### src/rtl/pong_frame_renderer.sv
`default_nettype none
// ============================================================================
// Module   : pong_frame_renderer
// Brief    : 640x480@60 VGA raster generator drawing a ball and two paddles
//            from positions shadowed once per frame. Define CENTER_NET_EN to
//            add a dashed centre net.
// Revision : 1.0  initial release
// ============================================================================
module pong_frame_renderer #(
    parameter int          PIX_DIV    = 2,
    parameter int          BALL_SIZE  = 5,
    parameter int          PADDLE_W   = 10,
    parameter int          PADDLE_H   = 120,
    parameter logic [11:0] BG_COLOR   = 12'h000,
    parameter logic [11:0] BALL_COLOR = 12'hFFF,
    parameter logic [11:0] P1_COLOR   = 12'h0F0,
    parameter logic [11:0] P2_COLOR   = 12'hF00,
    parameter int          H_ACTIVE   = 640,
    parameter int          H_FP       = 16,
    parameter int          H_SYNC     = 96,
    parameter int          H_BP       = 48,
    parameter int          V_ACTIVE   = 480,
    parameter int          V_FP       = 10,
    parameter int          V_SYNC     = 2,
    parameter int          V_BP       = 33
) (
    input  logic        clk,
    input  logic        reset,
    input  logic [9:0]  ball_x,
    input  logic [9:0]  ball_y,
    input  logic [9:0]  P1_x,
    input  logic [9:0]  P1_y,
    input  logic [9:0]  P2_x,
    input  logic [9:0]  P2_y,
    output logic [9:0]  X_pix,
    output logic [9:0]  Y_pix,
    output logic        hsync,
    output logic        vsync,
    output logic        video_on,
    output logic [11:0] rgb,
    output logic        frame_tick
);

    localparam int          H_TOTAL      = H_ACTIVE + H_FP + H_SYNC + H_BP;
    localparam int          V_TOTAL      = V_ACTIVE + V_FP + V_SYNC + V_BP;
    localparam int          DIV_W        = (PIX_DIV > 1) ? $clog2(PIX_DIV) : 1;
    localparam logic [9:0]  C_H_LAST     = 10'(H_TOTAL - 1);
    localparam logic [9:0]  C_V_LAST     = 10'(V_TOTAL - 1);
    localparam logic [9:0]  C_H_ACT      = 10'(H_ACTIVE);
    localparam logic [9:0]  C_V_ACT      = 10'(V_ACTIVE);
    localparam logic [9:0]  C_V_ACT_LAST = 10'(V_ACTIVE - 1);
    localparam logic [9:0]  C_HS_START   = 10'(H_ACTIVE + H_FP);
    localparam logic [9:0]  C_HS_END     = 10'(H_ACTIVE + H_FP + H_SYNC);
    localparam logic [9:0]  C_VS_START   = 10'(V_ACTIVE + V_FP);
    localparam logic [9:0]  C_VS_END     = 10'(V_ACTIVE + V_FP + V_SYNC);
    localparam logic [10:0] C_BALL_SZ    = 11'(BALL_SIZE);
    localparam logic [10:0] C_PAD_W      = 11'(PADDLE_W);
    localparam logic [10:0] C_PAD_H      = 11'(PADDLE_H);

    logic w_pe;

    generate
        if (PIX_DIV <= 1) begin : g_pe_always
            assign w_pe = 1'b1;
        end else begin : g_pe_div
            localparam logic [DIV_W-1:0] C_DIV_LAST = DIV_W'(PIX_DIV - 1);
            logic [DIV_W-1:0] r_div;

            always_ff @(posedge clk or posedge reset) begin
                if (reset) begin
                    r_div <= '0;
                end else if (r_div == C_DIV_LAST) begin
                    r_div <= '0;
                end else begin
                    r_div <= r_div + 1'b1;
                end
            end

            assign w_pe = (r_div == C_DIV_LAST);
        end
    endgenerate

    // ------------------------------------------------------------------
    // Scan counters
    // ------------------------------------------------------------------
    logic [9:0] r_x;
    logic [9:0] r_y;
    logic       w_x_last;
    logic       w_y_last;
    logic       w_frame_latch;

    assign w_x_last      = (r_x == C_H_LAST);
    assign w_y_last      = (r_y == C_V_LAST);
    assign w_frame_latch = w_pe && w_x_last && (r_y == C_V_ACT_LAST);

    always_ff @(posedge clk or posedge reset) begin
        if (reset) begin
            r_x <= '0;
            r_y <= '0;
        end else if (w_pe) begin
            if (w_x_last) begin
                r_x <= '0;
                r_y <= w_y_last ? 10'd0 : r_y + 10'd1;
            end else begin
                r_x <= r_x + 10'd1;
            end
        end
    end

    // ------------------------------------------------------------------
    // Position shadows, refreshed only at the top of vertical blanking
    // ------------------------------------------------------------------
    logic [9:0] r_ball_x, r_ball_y;
    logic [9:0] r_p1_x, r_p1_y;
    logic [9:0] r_p2_x, r_p2_y;

    always_ff @(posedge clk or posedge reset) begin
        if (reset) begin
            r_ball_x <= 10'd318;
            r_ball_y <= 10'd238;
            r_p1_x   <= 10'd20;
            r_p1_y   <= 10'd220;
            r_p2_x   <= 10'd618;
            r_p2_y   <= 10'd220;
        end else if (w_frame_latch) begin
            r_ball_x <= ball_x;
            r_ball_y <= ball_y;
            r_p1_x   <= P1_x;
            r_p1_y   <= P1_y;
            r_p2_x   <= P2_x;
            r_p2_y   <= P2_y;
        end
    end

    // ------------------------------------------------------------------
    // Hit tests: widened to 11 bits so objects near 1023 cannot wrap onto
    // the left or top edge of the screen.
    // ------------------------------------------------------------------
    logic [10:0] w_x11;
    logic [10:0] w_y11;
    logic        w_ball_hit;
    logic        w_p1_hit;
    logic        w_p2_hit;
    logic        w_net_hit;
    logic        w_active;

    assign w_x11 = {1'b0, r_x};
    assign w_y11 = {1'b0, r_y};

    assign w_ball_hit = (w_x11 >= {1'b0, r_ball_x}) && (w_x11 < ({1'b0, r_ball_x} + C_BALL_SZ)) &&
                        (w_y11 >= {1'b0, r_ball_y}) && (w_y11 < ({1'b0, r_ball_y} + C_BALL_SZ));
    assign w_p1_hit   = (w_x11 >= {1'b0, r_p1_x}) && (w_x11 < ({1'b0, r_p1_x} + C_PAD_W)) &&
                        (w_y11 >= {1'b0, r_p1_y}) && (w_y11 < ({1'b0, r_p1_y} + C_PAD_H));
    assign w_p2_hit   = (w_x11 >= {1'b0, r_p2_x}) && (w_x11 < ({1'b0, r_p2_x} + C_PAD_W)) &&
                        (w_y11 >= {1'b0, r_p2_y}) && (w_y11 < ({1'b0, r_p2_y} + C_PAD_H));

    assign w_active = (r_x < C_H_ACT) && (r_y < C_V_ACT);

`ifdef CENTER_NET_EN
    localparam logic [9:0]  C_NET_L     = 10'(H_ACTIVE / 2 - 2);
    localparam logic [9:0]  C_NET_R     = 10'(H_ACTIVE / 2 + 1);
    localparam logic [11:0] C_NET_COLOR = 12'hAAA;

    // 16 lines on, 16 lines off
    assign w_net_hit = (r_x >= C_NET_L) && (r_x <= C_NET_R) && !r_y[4];
`else
    localparam logic [11:0] C_NET_COLOR = BG_COLOR;

    assign w_net_hit = 1'b0;
`endif

    logic [11:0] w_rgb_next;
    logic        w_hsync_next;
    logic        w_vsync_next;

    always_comb begin
        w_rgb_next = BG_COLOR;
        if (!w_active) begin
            w_rgb_next = 12'h000;
        end else if (w_ball_hit) begin
            w_rgb_next = BALL_COLOR;
        end else if (w_p1_hit) begin
            w_rgb_next = P1_COLOR;
        end else if (w_p2_hit) begin
            w_rgb_next = P2_COLOR;
        end else if (w_net_hit) begin
            w_rgb_next = C_NET_COLOR;
        end
    end

    assign w_hsync_next = !((r_x >= C_HS_START) && (r_x < C_HS_END));
    assign w_vsync_next = !((r_y >= C_VS_START) && (r_y < C_VS_END));

    // ------------------------------------------------------------------
    // Output registers: one pixel period behind X_pix/Y_pix
    // ------------------------------------------------------------------
    logic        r_hsync;
    logic        r_vsync;
    logic        r_video_on;
    logic [11:0] r_rgb;
    logic        r_frame_tick;

    always_ff @(posedge clk or posedge reset) begin
        if (reset) begin
            r_hsync    <= 1'b1;
            r_vsync    <= 1'b1;
            r_video_on <= 1'b0;
            r_rgb      <= 12'h000;
        end else if (w_pe) begin
            r_hsync    <= w_hsync_next;
            r_vsync    <= w_vsync_next;
            r_video_on <= w_active;
            r_rgb      <= w_rgb_next;
        end
    end

    always_ff @(posedge clk or posedge reset) begin
        if (reset) begin
            r_frame_tick <= 1'b0;
        end else begin
            r_frame_tick <= w_frame_latch;
        end
    end

    assign X_pix      = r_x;
    assign Y_pix      = r_y;
    assign hsync      = r_hsync;
    assign vsync      = r_vsync;
    assign video_on   = r_video_on;
    assign rgb        = r_rgb;
    assign frame_tick = r_frame_tick;

endmodule
`default_nettype wire

### config.mk
export PLATFORM = sky130hd
export DESIGN_NAME = pong_frame_renderer
export DESIGN_NICKNAME = d
export VERILOG_FILES = /design/src/rtl/pong_frame_renderer.sv
export SDC_FILE = /design/constraint.sdc
export NUM_CORES = 1
export LEC_CHECK = 0
export ABC_CLOCK_PERIOD_IN_PS = 9500
export BUFFER_PORTS_ARGS = -buffer_cell sky130_fd_sc_hd__buf_2
export CAP_MARGIN = 25
export CORE_MARGIN = 2
export CORE_UTILIZATION = 29
export DETAILED_ROUTE_END_ITERATION = 10
export GPL_ROUTABILITY_DRIVEN = 0
export HOLD_SLACK_MARGIN = 0.02
export PLACE_DENSITY_LB_ADDON = 0.08
export SYNTH_ARGS = -nofsm -noshare
export SYNTH_HDL_FRONTEND = slang
export SYNTH_SLANG_ARGS = --single-unit
### constraint.sdc
create_clock -name clk -period 9.5 [get_ports clk]
set_input_delay 0.95 -clock clk [delete_from_list [all_inputs] [get_ports clk]]
set_output_delay 0.95 -clock clk [all_outputs]
set_load 0.03 [all_outputs]
==> results of run 1 <==
==> synthesized netlist by cell type (5+ instances only) <==
cell type  count  area, sq um
ha_1         122         1530
inv_1         70          263
mux2_4        59          886
dfrtp_1       57         1430
xnor2_1       46          403
o21ai_0       32          160
dfstp_2       31          815
nor2_1        28          105
a21oi_1       25          125
nand2_1       24         90.1
nand3_1       17         85.1
o21a_1        15          113
nor3_1        14         70.1
a21o_1        12         90.1
and3_1        11         68.8
buf_4          9         67.6
nor4_1         8         50.1
xor2_1         8         70.1
a211oi_1       7         52.6
a211o_1        6         52.6
buf_6          6         67.6
nand2b_1       6         37.5
nand4_1        6         37.5
o31ai_1        6         45.0
o2111ai_1      5         43.8
==> cell families after synthesis <==
| family | after synthesis |
|---|---|
| adder cells (fa/ha/maj) | 122 |
| AND/OR/NAND/NOR | 135 |
| AO/OA/AOI/OAI | 136 |
| XOR/XNOR | 54 |
| multiplexers | 61 |
| buffers and inverters | 90 |
| flip-flops | 88 |
==> final cells by class <==
cell class	instances	area, sq um	area share (%)
clock buffer	11	243	2.93
clock inverter	5	80.1	0.968
inverter	70	264	3.19
multi-input combinational	508	4540	54.9
sequential	88	2240	27.1
tap	324	405	4.90
timing repair buffer	99	500	6.05
==> worst register-to-register path, delay by kind of cell (launching register included) <==
kind                   cells  cell delay (ns)
DFF                        1             0.67
and+or+nand+nor            5             1.72
muxes                      1             0.44
buffers and inverters      1             0.55
==> report_power, final <==
part / leakage, nW / internal (mW) / total [mW] / switching, mW
registers: 1.03 / 0.393 / 0.410 / 0.0169
clock network: 0.152 / 0.238 / 0.403 / 0.165
logic: 3.13 / 0.0620 / 0.118 / 0.0556
==> per-stage QoR <==
stage          hold slack (ns)  setup slack [ns]  utilization (%)  instance area, sq um
2_1_floorplan            0.481              6.32                -                  7200
3_3_place_gp             0.481              6.10             32.7                  7950
3_5_place_dp             0.483              6.00             32.7                  7950
4_1_cts                  0.497              5.99             34.0                  8270
5_1_grt                  0.503              5.79             34.0                  8270
6_report                 0.493              6.02             34.0                  8270
==> registers in the layout, indices dropped and copies added, names as in the netlist <==
name,cells
vsync,1
r_ball_x,10
r_p2_x,10
r_ball_y,10
frame_tick,1
X_pix,10
video_on,1
r_p2_y,10
g_pe_div.r_div,1
Y_pix,10
r_p1_x,10
hsync,1
rgb,3
r_p1_y,10
==> layer usage <==
layer  share of wire [%]  GRT usage [%]  routed length [um]
met4                0.92           3.57                 172
met1                  47           18.8                8710
met2                  49           25.9                9150
met5                   0              0                   0
met3                 3.3           2.70                 613
==> placed cells by master, fill, tap and decap left out, types with 3 or more instances in the layout <==
master,count
nand3b_1,3
a31oi_1,4
nand2_1,24
clkbuf_16,9
inv_1,69
o211ai_1,4
o21a_1,15
nor4b_1,3
nor3_1,14
a211o_1,6
a2111oi_0,4
nor2_1,28
o31ai_1,6
nor2b_1,3
buf_2,97
nand3_1,17
a21o_1,12
mux2_4,59
dfstp_2,31
ha_1,122
o2111ai_1,5
o21ai_0,32
nand2b_1,6
xor2_1,8
dfrtp_1,57
a211oi_1,7
xnor2_1,46
or4_1,3
and3_1,11
nand4_1,6
a21oi_1,25
nor4_1,8
and4_1,3
==> worst min-delay path by stage <==
stage	start	end	depth (start not counted)
after detailed placement	hsync	hsync	2
after global placement	video_on	video_on	1
after global routing	hsync	hsync	2
after floorplan	r_p1_x[7]	r_p1_x[7]	1
after CTS	hsync	hsync	2
final	video_on	video_on	1
==> flow_summary.toml, run 1 <==
[clock_tree]
htree_levels = 3
clk_pin_slew_ns = 0.07
cts.sinks = 88
cts_root_buf = "clkbuf_16"
cts_resized = 0
tritoncts = "done"
clock_path_buffers = 2
cts_buffers = 9
clk_latency_ns = 0.35
ctsHoldBuffers = 0
post-cts-setup-buffers = 0

[critical_path]
reg2reg_setup_slack_ns = 6.02
cp.required_ns = 9.74
cp_slowest_cell = "dfrtp_1"
critPathMaxStageDelay_ns = 0.67
cp-endpoint = "r_ball_y[4]"
crit_path_end_kind = "register"
cp_data_arrival_time_ns = 3.72
worst-path-buf-inv = 1
critPathLaunchType = "register"
reg2reg_from = "X_pix[8]"
cpLargestDelayFamily = "simple AND/OR/NAND/NOR gates"
cp_common_cell = "and3_1"
reg2reg_to = "r_ball_y[4]"
crit_start = "X_pix[8]"
worstPathMaxFanout = 40
critPathKind = "register to register"
r2r_cells = 7
path_cells = "nor4b_1, and4_1, and3_1, and3_1, nand3_4, buf_4, mux2_4"
path_depth = 7

[die]
die-height_um = 162
row_count = 57
die_area_sq_mm = 0.0261
start_util_pct = 29.6
io_pins = 98
core_region_area_sq_mm = 0.0243
fp.dieW_um = 162

[global_route]
grt_pass1_vias = 5684
grt_overflow = 0
grt_max_degree = 61
antenna_found_initial = 0
grt_first_pass_wirelength_um = 30500
grt_usage_pct = 14.8

[layout]
n_fill_cell = 2473
syn_to_final_growth_pct = 14.9
drive_above_1_share_pct = 26.6
nets = 960
antenna_cells = 0
fin_cells = 1105

[min_path]
hold_class = "register to register"

[power_and_ir_drop]
leakagePower_nw = 4.32
power_uw = 930
max-vdd-ir-drop_mv = 0.0702
power.density_mw_per_mm2 = 112

[route]
vias = 5410
remaining_drc_errors = 0
drt-pass1-iter-count = 4
antenna_left = 0
drtIter0Drc = 262
drt_wl_total_um = 18600
wl_per_cell_um = 16.9
vias_per_cell = 4.90

[synthesis]
synth.yosys.seq_area_share_pct = 31.1
synth_compound_area_share_pct = 12.7
synthesis.area_sq_mm = 0.00720
synth.distinct_cells = 54
yosys_register_bits = 88
synth-edff-count = 0
synth_top_family_by_area = "adder cells"
synthSimpleGateAreaFrac_pct = 10.0
synth.area.mux_share_pct = 12.6
synthXorXnorAreaFrac_pct = 6.57
synthAdderAreaFrac_pct = 21.2
yosys_warnings = 0
syn_nets = 870
avgSynthCellArea_sq_um = 10.5
synthCells = 686
yosys_most_used_dff = "dfrtp_1"
async_flop_share_pct = 100

[placed_design]
numPortBuffers = 97
dp.cells = 1089
hpwl_um = 13900

[timing]
setup_violations = 0
final.setup.tns_ns = 0
period_minus_slack_ns = 3.48
timing.fmax_mhz = 287
finalCritPeriodShare_pct = 36.7
maxSlewHeadroom_pct = 42.9
rsz0062_at_grt = "no"
hold_viol_final = 0
clock_skew_ns = 0.00889
worst_pin_slew_ns = 0.844
maxSlewViolCount = 0

[outcome]
status = "finished clean"

[run]
maxCapViolations = 0
Note: power is estimated with default switching activity, not from simulation.
==> inputs of run 2 (changes only) <==
Settings changed: ABC_AREA set to 1, ABC_CLOCK_PERIOD_IN_PS 9500 to 2800.
Clock period 9.5 ns to 2.8 ns, I/O delays scaled along.
==> run 2 against run 1 <==
Effect of this change: sequential power grew to 3.1 times the previous value; worst setup slack lost 5.7 ns; power grew to 2.8 times the previous value; critical path type unchanged; largest power group is now the clock network.
==> flow_summary.toml, run 2 <==
[critical_path]
cp_common_cell = "nand2_1"
worst-path-buf-inv = 0
cp.required_ns = 3.03
cp_slowest_cell = "dfrtp_1"
r2r_cells = 15
worstPathMaxFanout = 4
critPathMaxStageDelay_ns = 0.44
path_cells = "ha_1, o21ai_0, nor2_1, nand2_1, nor3_2, xor2_1, ha_1, a21oi_1, nand2_1, nand2_1, nand2_1, nor2_1, nand3_1, nand2_1, nand3_1"
reg2reg_to = "rgb[10]"
cp_data_arrival_time_ns = 2.73
critPathLaunchType = "register"
reg2reg_setup_slack_ns = 0.30
reg2reg_from = "r_p1_x[1]"
cpLargestDelayFamily = "simple AND/OR/NAND/NOR gates"
crit_path_end_kind = "register"
critPathKind = "register to register"

[clock_tree]
clock_path_buffers = 2
cts.sinks = 88
tritoncts = "done"
clk_pin_slew_ns = 0.07
clk_latency_ns = 0.36
htree_levels = 3
cts_buffers = 9
cts_root_buf = "clkbuf_16"

[die]
start_util_pct = 29.2
core_region_area_sq_mm = 0.0250
fp.dieW_um = 163
row_count = 58
die_area_sq_mm = 0.0264
io_pins = 98
die-height_um = 163

[timing]
period_minus_slack_ns = 2.50
clock_skew_ns = 0.0153
timing.fmax_mhz = 401
setup_violations = 0
worst_slack_ns = 0.304
maxSlewViolCount = 0
maxSlewHeadroom_pct = 58.8
finalCritPeriodShare_pct = 89.1
rsz0062_at_grt = "no"
hold_viol_final = 0
whs_ns = 0.00300
worst_pin_slew_ns = 0.618
final.setup.tns_ns = 0

[synthesis]
synthTopCellsByArea = "ha_1 21%, dfrtp_1 20%, dfstp_2 11%"
synth.yosys.seq_area_share_pct = 30.7
synth-edff-count = 0
avgSynthCellArea_sq_um = 7.81
synthCells = 934
syn_nets = 1118
synth_top_area_cell = "ha_1"
async_flop_share_pct = 100
ys_top_cells_by_count = "216 x nand2_1, 125 x inv_1, 122 x ha_1"
yosys_register_bits = 88
yosys_warnings = 0
synth.distinct_cells = 37
yosys_most_used_dff = "dfrtp_1"
synth_top_area_share_pct = 20.9
synthesis.area_sq_mm = 0.00729
yosysMostFrequentCell = "nand2_1"

[route]
vias_per_cell = 4.52
drtIter0Drc = 237
drt-pass1-iter-count = 5
vias = 6191
drt_wl_total_um = 20200
remaining_drc_errors = 0
antenna_left = 0
wl_per_cell_um = 14.7

[placed_design]
place_ws_ns = 0.227
place_area_sq_mm = 0.00818
numPortBuffers = 97
dp.cells = 1355
hpwl_um = 15600

[layout]
final_cell_mix = "216 x nand2_1, 124 x inv_1, 122 x ha_1"
antenna_cells = 0
final_util_pct = 34.0
n_fill_cell = 2756
drive_above_1_share_pct = 17.7
final_common_cell = "nand2_1"
syn_to_final_growth_pct = 16.3
fin_cells = 1371
finalInstanceArea_sq_mm = 0.00848
nets = 1220

[power_and_ir_drop]
leakagePower_nw = 4.70
power.density_mw_per_mm2 = 311
p_clk_share_pct = 49.0
combPwrFrac_pct = 2.7
p_int_mw = 2.02
max-vdd-ir-drop_mv = 0.230
p_switching_uw = 612
seqPwrFrac_pct = 48.3
swShare_pct = 23.2
power_mw = 2.64

[min_path]
hold_class = "input pin to asynchronous set/reset pin"

[global_route]
grt_first_pass_wirelength_um = 33500
grt_pass1_vias = 6315
grt_usage_pct = 16.2
grt_overflow = 0
grt_max_degree = 73
antenna_found_initial = 0

[run]
maxCapViolations = 0

[outcome]
status = "finished clean"
[run 2: worst max-delay path by stage]
stage / to / slack [ns] / cells past startpoint / start
global placement: rgb[7] / 0.26 / 14 / r_ball_y[1]
CTS: rgb[7] / 0.21 / 14 / r_ball_y[1]
detailed placement: rgb[7] / 0.23 / 14 / r_ball_y[1]
finish: rgb[10] / 0.30 / 15 / r_p1_x[1]
global route: rgb[10] / 0.006 / 15 / r_p1_x[2]
floorplan: X_pix[0] / 0.29 / 1 / reset
[run 2: timing repair]
action | in CTS | in global routing
endpoints found under the setup margin | 0 | 3
buffers inserted | 0 | 0
hold buffers | 0 | 0
gates resized for setup | 0 | 4
endpoints found under the hold margin | 0 | 0
[run 2: worst register-to-register path: stages, from the launching register on]
cell and delay (ns):
dfrtp_1 0.44, ha_1 0.24, o21ai_0 0.29, nor2_1 0.08
nand2_1 0.11, nor3_2 0.05, xor2_1 0.14, ha_1 0.31
a21oi_1 0.17, nand2_1 0.07, nand2_1 0.07, nand2_1 0.06
nor2_1 0.12, nand3_1 0.09, nand2_1 0.08, nand3_1 0.07
[run 2: layout make-up]
| class | instances | area [sq um] | area share [%] |
|---|---|---|---|
| inverters | 126 | 475 | 5.60 |
| clock inverters | 3 | 42.5 | 0.501 |
| flip-flops and latches | 88 | 2240 | 26.4 |
| clock buffers | 13 | 250 | 2.95 |
| multi-input cells | 697 | 4420 | 52.1 |
| repair buffers | 114 | 638 | 7.52 |
| well taps | 330 | 413 | 4.87 |
[run 2: power by group through the flow]
stage | combinational (mW) | clock [mW] | sequential [mW]
global route | 0.0834 | 1.38 | 1.27
finish | 0.0719 | 1.29 | 1.27
CTS | 0.0764 | 1.34 | 1.27
detailed placement | 0.0761 | 0 | 1.30
global placement | 0.0749 | 0 | 1.30
floorplan | 0.0181 | 0 | 1.30
[run 2: metal layers]
metal	vias up	global-route usage (%)	share of wire (%)
li1	3291	-	-
met1	2796	22.9	51
met2	85	26.2	45
met3	19	1.78	2.4
met4	0	4.38	1.6
met5	-	0	0
[run 2: logic make-up (layout without fill, tap and decap cells)]
kind of cell,Yosys count,after routing,synth area share [%]
XOR/XNOR,46,46,5.52
adder cells (fa/ha/maj),122,122,20.9
buffers and inverters,149,256,8.80
flip-flops,88,88,30.7
AO/OA/AOI/OAI,143,143,11.4
AND/OR/NAND/NOR,386,386,22.7
